$ cat config.mk
export PLATFORM = sky130hd
export DESIGN_NAME = mobilenet_v1_dw_param_loader
export DESIGN_NICKNAME = d
export VERILOG_FILES = /design/src/rtl/mobilenet_v1_dw_param_loader.sv
export SDC_FILE = /design/constraint.sdc
export NUM_CORES = 1
export LEC_CHECK = 0
export BUFFER_PORTS_ARGS = -buffer_cell sky130_fd_sc_hd__buf_2
export CAP_MARGIN = 20
export CORE_MARGIN = 2
export CORE_UTILIZATION = 25
export DETAILED_ROUTE_END_ITERATION = 6
export PLACE_DENSITY_LB_ADDON = 0.12
export SLEW_MARGIN = 20
export SYNTH_ARGS = -nofsm -noshare
export SYNTH_HDL_FRONTEND = slang
export SYNTH_SLANG_ARGS = --single-unit
$ cat constraint.sdc
create_clock -name clk_i -period 6.54 [get_ports clk_i]
set_clock_uncertainty 0.1 [all_clocks]
set_input_delay 1.308 -clock clk_i [delete_from_list [all_inputs] [get_ports clk_i]]
set_output_delay 1.308 -clock clk_i [all_outputs]
set_load 0.1 [all_outputs]
$ cat src/rtl/mobilenet_v1_dw_param_loader.sv
// Fetches one depthwise channel's five-word parameter set and commits it atomically to registered outputs.
// Optional build macro MOBILENET_V1_DW_PARAM_CACHE_EN skips the refetch of the channel already committed.
module mobilenet_v1_dw_param_loader #(
    parameter int DATA_W  = 8,
    parameter int MUL_W   = 16,
    parameter int BIAS_W  = 32,
    parameter int SHIFT_W = 6,
    parameter int DIM_W   = 16,
    parameter int ADDR_W  = 20
) (
    input  logic                 clk_i,
    input  logic                 rst_i,
    input  logic                 load_req_i,
    output logic                 load_ready_o,
    input  logic [ADDR_W-1:0]    layer_base_addr_i,
    input  logic [DIM_W-1:0]     dw_ch_idx_i,
    output logic                 mem_req_valid_o,
    input  logic                 mem_req_ready_i,
    output logic [ADDR_W-1:0]    mem_req_addr_o,
    input  logic                 mem_rsp_valid_i,
    input  logic [31:0]          mem_rsp_data_i,
    output logic [DATA_W*9-1:0]  dw_weight_flat_o,
    output logic [MUL_W-1:0]     dw_mul_o,
    output logic [BIAS_W-1:0]    dw_bias_o,
    output logic [SHIFT_W-1:0]   dw_shift_o,
    output logic [DATA_W-1:0]    dw_relu6_max_o,
    output logic                 param_valid_o,
    output logic                 load_done_o
);
    localparam int WT_W = DATA_W * 9;
    localparam logic [1:0] S_IDLE   = 2'd0;
    localparam logic [1:0] S_FETCH  = 2'd1;
    localparam logic [1:0] S_COMMIT = 2'd2;

    logic [1:0]         state_q, state_d;
    logic               req_valid_q, req_valid_d;
    logic [ADDR_W-1:0]  req_addr_q, req_addr_d;
    logic [2:0]         req_cnt_q, req_cnt_d;
    logic [2:0]         rsp_cnt_q, rsp_cnt_d;
    logic [WT_W-1:0]    sh_wt_q, sh_wt_d;
    logic [MUL_W-1:0]   sh_mul_q, sh_mul_d;
    logic [SHIFT_W-1:0] sh_shift_q, sh_shift_d;
    logic [DATA_W-1:0]  sh_relu_q, sh_relu_d;
    logic [BIAS_W-1:0]  sh_bias_q, sh_bias_d;
    logic [WT_W-1:0]    wt_q, wt_d;
    logic [MUL_W-1:0]   mul_q, mul_d;
    logic [SHIFT_W-1:0] shift_q, shift_d;
    logic [DATA_W-1:0]  relu_q, relu_d;
    logic [BIAS_W-1:0]  bias_q, bias_d;
    logic               param_valid_q, param_valid_d;
    logic               load_done_q, load_done_d;
    logic [ADDR_W-1:0]  base_s;
`ifdef MOBILENET_V1_DW_PARAM_CACHE_EN
    logic [ADDR_W-1:0]  base_q, base_d;
    logic [ADDR_W-1:0]  cache_base_q, cache_base_d;
`endif

    assign base_s = layer_base_addr_i + ADDR_W'(dw_ch_idx_i) * ADDR_W'(3'd5);

    // Next-state logic: request issue, in-order response capture into the shadow, atomic commit.
    always_comb begin
        state_d       = state_q;
        req_valid_d   = req_valid_q;
        req_addr_d    = req_addr_q;
        req_cnt_d     = req_cnt_q;
        rsp_cnt_d     = rsp_cnt_q;
        sh_wt_d       = sh_wt_q;
        sh_mul_d      = sh_mul_q;
        sh_shift_d    = sh_shift_q;
        sh_relu_d     = sh_relu_q;
        sh_bias_d     = sh_bias_q;
        wt_d          = wt_q;
        mul_d         = mul_q;
        shift_d       = shift_q;
        relu_d        = relu_q;
        bias_d        = bias_q;
        param_valid_d = param_valid_q;
        load_done_d   = 1'b0;
`ifdef MOBILENET_V1_DW_PARAM_CACHE_EN
        base_d        = base_q;
        cache_base_d  = cache_base_q;
`endif
        case (state_q)
            S_IDLE: begin
                if (load_req_i) begin
`ifdef MOBILENET_V1_DW_PARAM_CACHE_EN
                    base_d = base_s;
                    // After any commit the shadow equals the outputs, so a hit may reuse COMMIT unchanged.
                    if (param_valid_q && (base_s == cache_base_q)) begin
                        state_d = S_COMMIT;
                    end else begin
                        state_d     = S_FETCH;
                        req_valid_d = 1'b1;
                        req_addr_d  = base_s;
                        req_cnt_d   = 3'd0;
                        rsp_cnt_d   = 3'd0;
                    end
`else
                    state_d     = S_FETCH;
                    req_valid_d = 1'b1;
                    req_addr_d  = base_s;
                    req_cnt_d   = 3'd0;
                    rsp_cnt_d   = 3'd0;
`endif
                end else begin
                    state_d = S_IDLE;
                end
            end
            S_FETCH: begin
                if (req_valid_q && mem_req_ready_i) begin
                    req_addr_d  = req_addr_q + ADDR_W'(1'b1);
                    req_cnt_d   = req_cnt_q + 3'd1;
                    req_valid_d = (req_cnt_q != 3'd4);
                end else begin
                    req_addr_d = req_addr_q;
                end
                if (mem_rsp_valid_i) begin
                    case (rsp_cnt_q)
                        3'd0: sh_wt_d[31:0]  = mem_rsp_data_i;
                        3'd1: sh_wt_d[63:32] = mem_rsp_data_i;
                        3'd2: sh_wt_d[71:64] = mem_rsp_data_i[7:0];
                        3'd3: begin
                            sh_mul_d   = mem_rsp_data_i[MUL_W-1:0];
                            sh_shift_d = mem_rsp_data_i[16 +: SHIFT_W];
                            sh_relu_d  = mem_rsp_data_i[31:24];
                        end
                        3'd4: sh_bias_d = mem_rsp_data_i;
                        default: sh_bias_d = sh_bias_q;
                    endcase
                    rsp_cnt_d = rsp_cnt_q + 3'd1;
                    state_d   = (rsp_cnt_q == 3'd4) ? S_COMMIT : S_FETCH;
                end else begin
                    rsp_cnt_d = rsp_cnt_q;
                end
            end
            S_COMMIT: begin
                wt_d          = sh_wt_q;
                mul_d         = sh_mul_q;
                shift_d       = sh_shift_q;
                relu_d        = sh_relu_q;
                bias_d        = sh_bias_q;
                param_valid_d = 1'b1;
                load_done_d   = 1'b1;
                state_d       = S_IDLE;
`ifdef MOBILENET_V1_DW_PARAM_CACHE_EN
                cache_base_d  = base_q;
`endif
            end
            default: begin
                state_d     = S_IDLE;
                req_valid_d = 1'b0;
            end
        endcase
    end

    // State registers; reset discards any in-flight load and the committed set.
    always_ff @(posedge clk_i) begin
        if (rst_i) begin
            state_q       <= S_IDLE;
            req_valid_q   <= 1'b0;
            req_addr_q    <= '0;
            req_cnt_q     <= 3'd0;
            rsp_cnt_q     <= 3'd0;
            sh_wt_q       <= '0;
            sh_mul_q      <= '0;
            sh_shift_q    <= '0;
            sh_relu_q     <= '0;
            sh_bias_q     <= '0;
            wt_q          <= '0;
            mul_q         <= '0;
            shift_q       <= '0;
            relu_q        <= '0;
            bias_q        <= '0;
            param_valid_q <= 1'b0;
            load_done_q   <= 1'b0;
`ifdef MOBILENET_V1_DW_PARAM_CACHE_EN
            base_q        <= '0;
            cache_base_q  <= '0;
`endif
        end else begin
            state_q       <= state_d;
            req_valid_q   <= req_valid_d;
            req_addr_q    <= req_addr_d;
            req_cnt_q     <= req_cnt_d;
            rsp_cnt_q     <= rsp_cnt_d;
            sh_wt_q       <= sh_wt_d;
            sh_mul_q      <= sh_mul_d;
            sh_shift_q    <= sh_shift_d;
            sh_relu_q     <= sh_relu_d;
            sh_bias_q     <= sh_bias_d;
            wt_q          <= wt_d;
            mul_q         <= mul_d;
            shift_q       <= shift_d;
            relu_q        <= relu_d;
            bias_q        <= bias_d;
            param_valid_q <= param_valid_d;
            load_done_q   <= load_done_d;
`ifdef MOBILENET_V1_DW_PARAM_CACHE_EN
            base_q        <= base_d;
            cache_base_q  <= cache_base_d;
`endif
        end
    end

    assign load_ready_o     = (state_q == S_IDLE);
    assign mem_req_valid_o  = req_valid_q;
    assign mem_req_addr_o   = req_addr_q;
    assign dw_weight_flat_o = wt_q;
    assign dw_mul_o         = mul_q;
    assign dw_shift_o       = shift_q;
    assign dw_relu6_max_o   = relu_q;
    assign dw_bias_o        = bias_q;
    assign param_valid_o    = param_valid_q;
    assign load_done_o      = load_done_q;
endmodule

==> results of run 1 <==
==> flip-flops by register name, summed over array words and instances, names as in the netlist, 6 cells and up <==
| register | count |
|---|---|
| dw_bias_o | 32 |
| dw_mul_o | 16 |
| dw_relu6_max_o | 8 |
| dw_shift_o | 6 |
| dw_weight_flat_o | 72 |
| mem_req_addr_o | 20 |
| sh_bias_q | 32 |
| sh_mul_q | 16 |
| sh_relu_q | 8 |
| sh_shift_q | 6 |
| sh_wt_q | 72 |
==> path summary, 6_finish.rpt <==
| kind | to | slack (ns) | cells after the start |
|---|---|---|---|
| worst max-delay path | mem_req_addr_o[12] | 2.76 | 13 |
| worst min-delay path | dw_bias_o[7] | 0.34 | 2 |
| worst max register to register | sh_wt_q[18] | 3.54 | 7 |
| worst min register to register | dw_bias_o[7] | 0.34 | 2 |
==> synth_stat cells (4+ instances only) <==
library cell | instances | share of area
nand2_1 | 559 | 0.17
nand4_1 | 4 | 0.0020
ha_1 | 44 | 0.044
buf_2 | 28 | 0.011
xor2_1 | 6 | 0.0042
a21oi_1 | 316 | 0.13
fa_1 | 15 | 0.024
and3_1 | 9 | 0.0045
o21ai_0 | 24 | 0.0096
a21o_1 | 4 | 0.0024
inv_1 | 68 | 0.020
clkbuf_1 | 67 | 0.020
nor2_1 | 38 | 0.011
a211oi_1 | 4 | 0.0024
nor2b_1 | 4 | 0.0020
dfxtp_1 | 299 | 0.48
nand3_1 | 19 | 0.0076
xnor2_1 | 9 | 0.0063
o22ai_1 | 9 | 0.0045
buf_1 | 4 | 0.0012
a31oi_1 | 5 | 0.0025
nor3_1 | 11 | 0.0044
==> worst max-delay path: cells and delay by family <==
family	cells	cell delay [ns]
buf+inv	3	0.21
compound gates	5	0.86
xor+xnor	1	0.16
simple gates	1	0.39
fa+ha+maj	3	1.12
==> power groups by stage <==
stage	combinational, mW	sequential (mW)	clock (mW)
final	0.666	1.89	2.02
after global routing	0.735	1.90	2.16
after CTS	0.675	1.89	2.10
after detailed placement	0.672	1.93	0
after global placement	0.671	1.93	0
after floorplan	0.347	2.08	0
==> layout make-up <==
class	count	area, um^2	share of cell area
multi-input cells	1137	5830	0.381
repair buffers	237	1230	0.0800
well taps	664	831	0.0542
clock inverters	10	115	0.00751
clock buffers	52	1070	0.0701
inverters	68	255	0.0167
flip-flops and latches	299	5990	0.391
==> metal layers <==
layer,vias up,GRT usage,share of wire
met5,-,0,0.00040
met4,2,0.0405,0.019
met3,51,0.0398,0.053
met2,204,0.247,0.45
met1,5157,0.203,0.47
li1,5605,-,-
==> kinds of logic after synthesis <==
logic type / count (synthesis) / synth area share
buf+inv: 169 / 0.0546
compound gates: 394 / 0.169
simple gates: 669 / 0.218
flops: 299 / 0.480
xor+xnor: 15 / 0.0105
fa+ha+maj: 59 / 0.0682
==> through the flow <==
step	instance area, um^2	hold WS, ns	worst slack, ns	utilization
6_report	15300	0.343	2.76	0.312
3_3_place_gp	14100	0.338	2.33	0.288
3_5_place_dp	14100	0.341	2.28	0.288
4_1_cts	15300	0.351	2.86	0.312
2_1_floorplan	12500	0.332	2.76	-
5_1_grt	15300	0.364	2.62	0.312
==> summary.txt, run 1 <==
Seq pwr share: 0.413
Max-slew violations: 0
Sequential share of the synthesized area: 0.480
Share of flip-flops with an asynchronous set or reset: 0
First-pass GRT wire length: 61.2 mm
Final cell count without fillers: 2467
Pwr Total: 4.58 mW
TritonCTS buffer count: 36
IO buf count: 230
Ys Warns: 0
Element type at the critical path end: flip-flop
Status: finished, final reports clean
Number of setup buffers added after CTS: 0
Area Growth Syn to Fin: 22.8%
Sw Ratio: 0.286
Share of layout cells above drive strength 1: 0.175
Routed vias: 11000
FILL cells: 5392
Vias in the first global route: 10400
Hold Path Class: flip-flop to flip-flop
Final Hold Viols: 0
Internal power: 3.27 mW
Hold_buf cts: 0
Worst Path Required: 6.82 ns
#FFs+latches synth: 299
Final worst path period need: 3.78 ns
Net Count, Synth: 1737
Most common cell after layout, fill and taps aside: nand2_1
Worst skew pair latency: 0.54 ns
Worst-margin pin slew: 0.973 ns
Vias per Instance: 4.47
Critical Path Start: dw_ch_idx_i[2]
Total GRT Usage: 0.153
Worst relative slew slack: 0.351
Drt total wl: 40.3 mm
Crit path max fanout: 5
Grt total ovfl: 0
VDD IR max: 0.148 mV
Post_cts resized: 0
Dominant synthesized flop cell: dfxtp_1
Syn_area_per_cell: 7.77 um^2
Critical-path top delay cell: fa_1
Initial Utilization: 0.254
Routed length per placed instance: 16.3 um
Net count, final: 1911
Routability congestion estimate: 0.862
RSZ-0062 raised after global routing: false
Most frequent cells in the layout: 557 x nand2_1, 316 x a21oi_1, 299 x dfxtp_1
Vert. Die Dim: 227 um
Critical path startpoint category: input pin
DR iter-0 viols: 576
Largest net degree at the start of global routing: 173
Initial antenna violation count: 1
Crit Path Class: input pin to flip-flop
Mapped Area: 0.0125 mm^2
Net Sw Power: 1.31 mW
Cells after DPL: 2405
Final ANT Viol Nets: 0
Std-Cell Rows: 81
Die area: 0.0517 mm^2
Clock power frac: 0.441
I/O pin cnt: 231
Max Freq: 0.265 GHz
Max-capacitance violation count: 0
Ant diodes: 0
Tcrit/Tclk final: 0.578
Hold Crit Start: sh_bias_q[7]
Die W: 227 um
Leakage: 6.09 nW
Clk root buf: clkbuf_16
Core Region: 0.0491 mm^2
CP cell instances: buf_2, ha_1, inv_1, fa_1, inv_1, ha_1, a21o_1, a21oi_1, a21oi_1, nor3_1, o21ai_0, xnor2_1, o22ai_1
Pwr/cell area: 299 mW/mm^2
Final setup fails: 0
Worst r2r src: state_q[0]
CTS tree: built
Clock slew at reported path FFs: 0.06 ns
CTS H-tree depth: 2
Post-synth EDFFs: 0
Syn Inst Count: 1605
Setup TNS: 0 ns
Critical Path Max Stage Delay: 0.50 ns
Clk sinks: 299
Combinational Power Share: 0.145
DPL Wire Length: 25.7 mm
CTS max path bufs: 3
Worst Path Arrival: 4.05 ns
Synth unique cells: 58
Drt pass-1 iters: 4
DRC: 0
No activity file was read; power rests on OpenSTA's default activity.
==> run 2: changes to the inputs <==
==> constraint.sdc (replaced) <==
create_clock -name clk_i -period 3.3 [get_ports clk_i]
set_clock_uncertainty 0.1 [all_clocks]
set_input_delay 0.66 -clock clk_i [delete_from_list [all_inputs] [get_ports clk_i]]
set_output_delay 0.66 -clock clk_i [all_outputs]
set_load 0.1 [all_outputs]
==> summary.txt, run 2 (synthesis results as in run 1) <==
Initial antenna violation count: 0
Sw Ratio: 0.286
Clk root buf: clkbuf_16
Post_cts resized: 0
Combinational Power Share: 0.159
CTS H-tree depth: 2
Critical path startpoint category: input pin
Routed length per placed instance: 16.1 um
Final core utilization: 0.321
RSZ-0062 raised after global routing: false
Pwr/cell area: 586 mW/mm^2
DRC: 0
Drt total wl: 40.6 mm
Most frequent cells in the layout: 557 x nand2_1, 316 x a21oi_1, 299 x dfxtp_1
Hold_buf cts: 0
Seq pwr share: 0.406
Max-capacitance violation count: 0
Internal power: 6.60 mW
CTS tree: built
Leakage: 6.37 nW
Worst-margin pin slew: 0.935 ns
Area Growth Syn to Fin: 26.4%
Vias in the first global route: 10900
Worst relative slew slack: 0.375
Std-Cell Rows: 81
CTS max path bufs: 3
Fin Hold WS: 0.294 ns
First-pass GRT wire length: 62.1 mm
Clock slew at reported path FFs: 0.06 ns
Final setup fails: 0
Clock power frac: 0.435
Total GRT Usage: 0.155
Net count, final: 1963
DPL Wire Length: 27.2 mm
Hold Path Class: input pin to flip-flop
Ant diodes: 0
Grt total ovfl: 0
Clk sinks: 299
I/O pin cnt: 231
Max-slew violations: 0
Setup TNS: 0 ns
Die area: 0.0517 mm^2
Final ANT Viol Nets: 0
Crit path max fanout: 5
Initial Utilization: 0.254
Worst Path Required: 3.60 ns
Die W: 227 um
Element type at the critical path end: flip-flop
Routed vias: 11300
Vert. Die Dim: 227 um
Tcrit/Tclk final: 0.908
DR iter-0 viols: 530
Most common cell after layout, fill and taps aside: nand2_1
TritonCTS buffer count: 37
Vias per Instance: 4.46
Largest net degree at the start of global routing: 150
VDD IR max: 0.258 mV
IO buf count: 230
Status: finished, final reports clean
Share of layout cells above drive strength 1: 0.201
Net Sw Power: 2.65 mW
Core Region: 0.0491 mm^2
Worst skew pair latency: 0.53 ns
Routability congestion estimate: 0.794
Final Hold Viols: 0
Crit Path Class: input pin to flip-flop
Number of setup buffers added after CTS: 0
Final worst path period need: 3.00 ns
Max Freq: 0.334 GHz
Drt pass-1 iters: 4
Worst Path Arrival: 3.29 ns
run 2: path summary, 6_finish.rpt:
path                      start            endpoint  slack [ns]  cells after the start
max reg2reg          state_q[0]       sh_bias_q[16]        1.01                      6
max             dw_ch_idx_i[10]  mem_req_addr_o[19]        0.30                     13
min reg2reg       sh_bias_q[11]       dw_bias_o[11]        0.34                      2
min          mem_rsp_data_i[11]         sh_wt_q[11]        0.29                      3
run 2: area by class of cell:
cell class	count	area (um^2)
Clock buffer	56	1150
Multi-Input combinational cell	1137	5830
Tap cell	664	831
Fill cell	5406	33300
Inverter	68	255
Sequential cell	299	5990
Timing Repair Buffer	288	1650
Clock inverter	11	66.3
run 2: metal layers:
layer	track usage	part of all wire	vias up
li1	-	-	5736
met1	0.203	0.46	5257
met2	0.250	0.45	207
met3	0.0445	0.062	50
met4	0.0398	0.019	0
met5	0	0	-
run 2: worst max-delay path, cell delays in order:
cell and delay, ns:
buf_2 0.11, ha_1 0.27, inv_1 0.05, fa_1 0.50, inv_1 0.04, ha_1 0.35, a21oi_1 0.28, o21ai_1 0.14
a211oi_1 0.25, nor3b_1 0.12, a211o_1 0.27, a31oi_1 0.16, o22ai_1 0.10
run 2: metrics by stage:
step,instances,setup slack (ns),power [mW],cell area (um^2)
3_3_place_gp,2456,-0.214,5.32,14600
6_report,2523,0.303,9.25,15800
5_1_grt,2523,0.142,9.69,15800
3_5_place_dp,2456,-0.280,5.32,14600
4_1_cts,2523,0.286,9.42,15800
2_1_floorplan,1605,0.165,4.81,12500
run 2: power groups by stage:
stage / clock network [mW] / logic, mW / registers (mW)
after floorplan: 0 / 0.687 / 4.12
after global placement: 0 / 1.49 / 3.83
after detailed placement: 0 / 1.49 / 3.83
after CTS: 4.17 / 1.49 / 3.75
after global routing: 4.30 / 1.62 / 3.77
final: 4.02 / 1.47 / 3.75
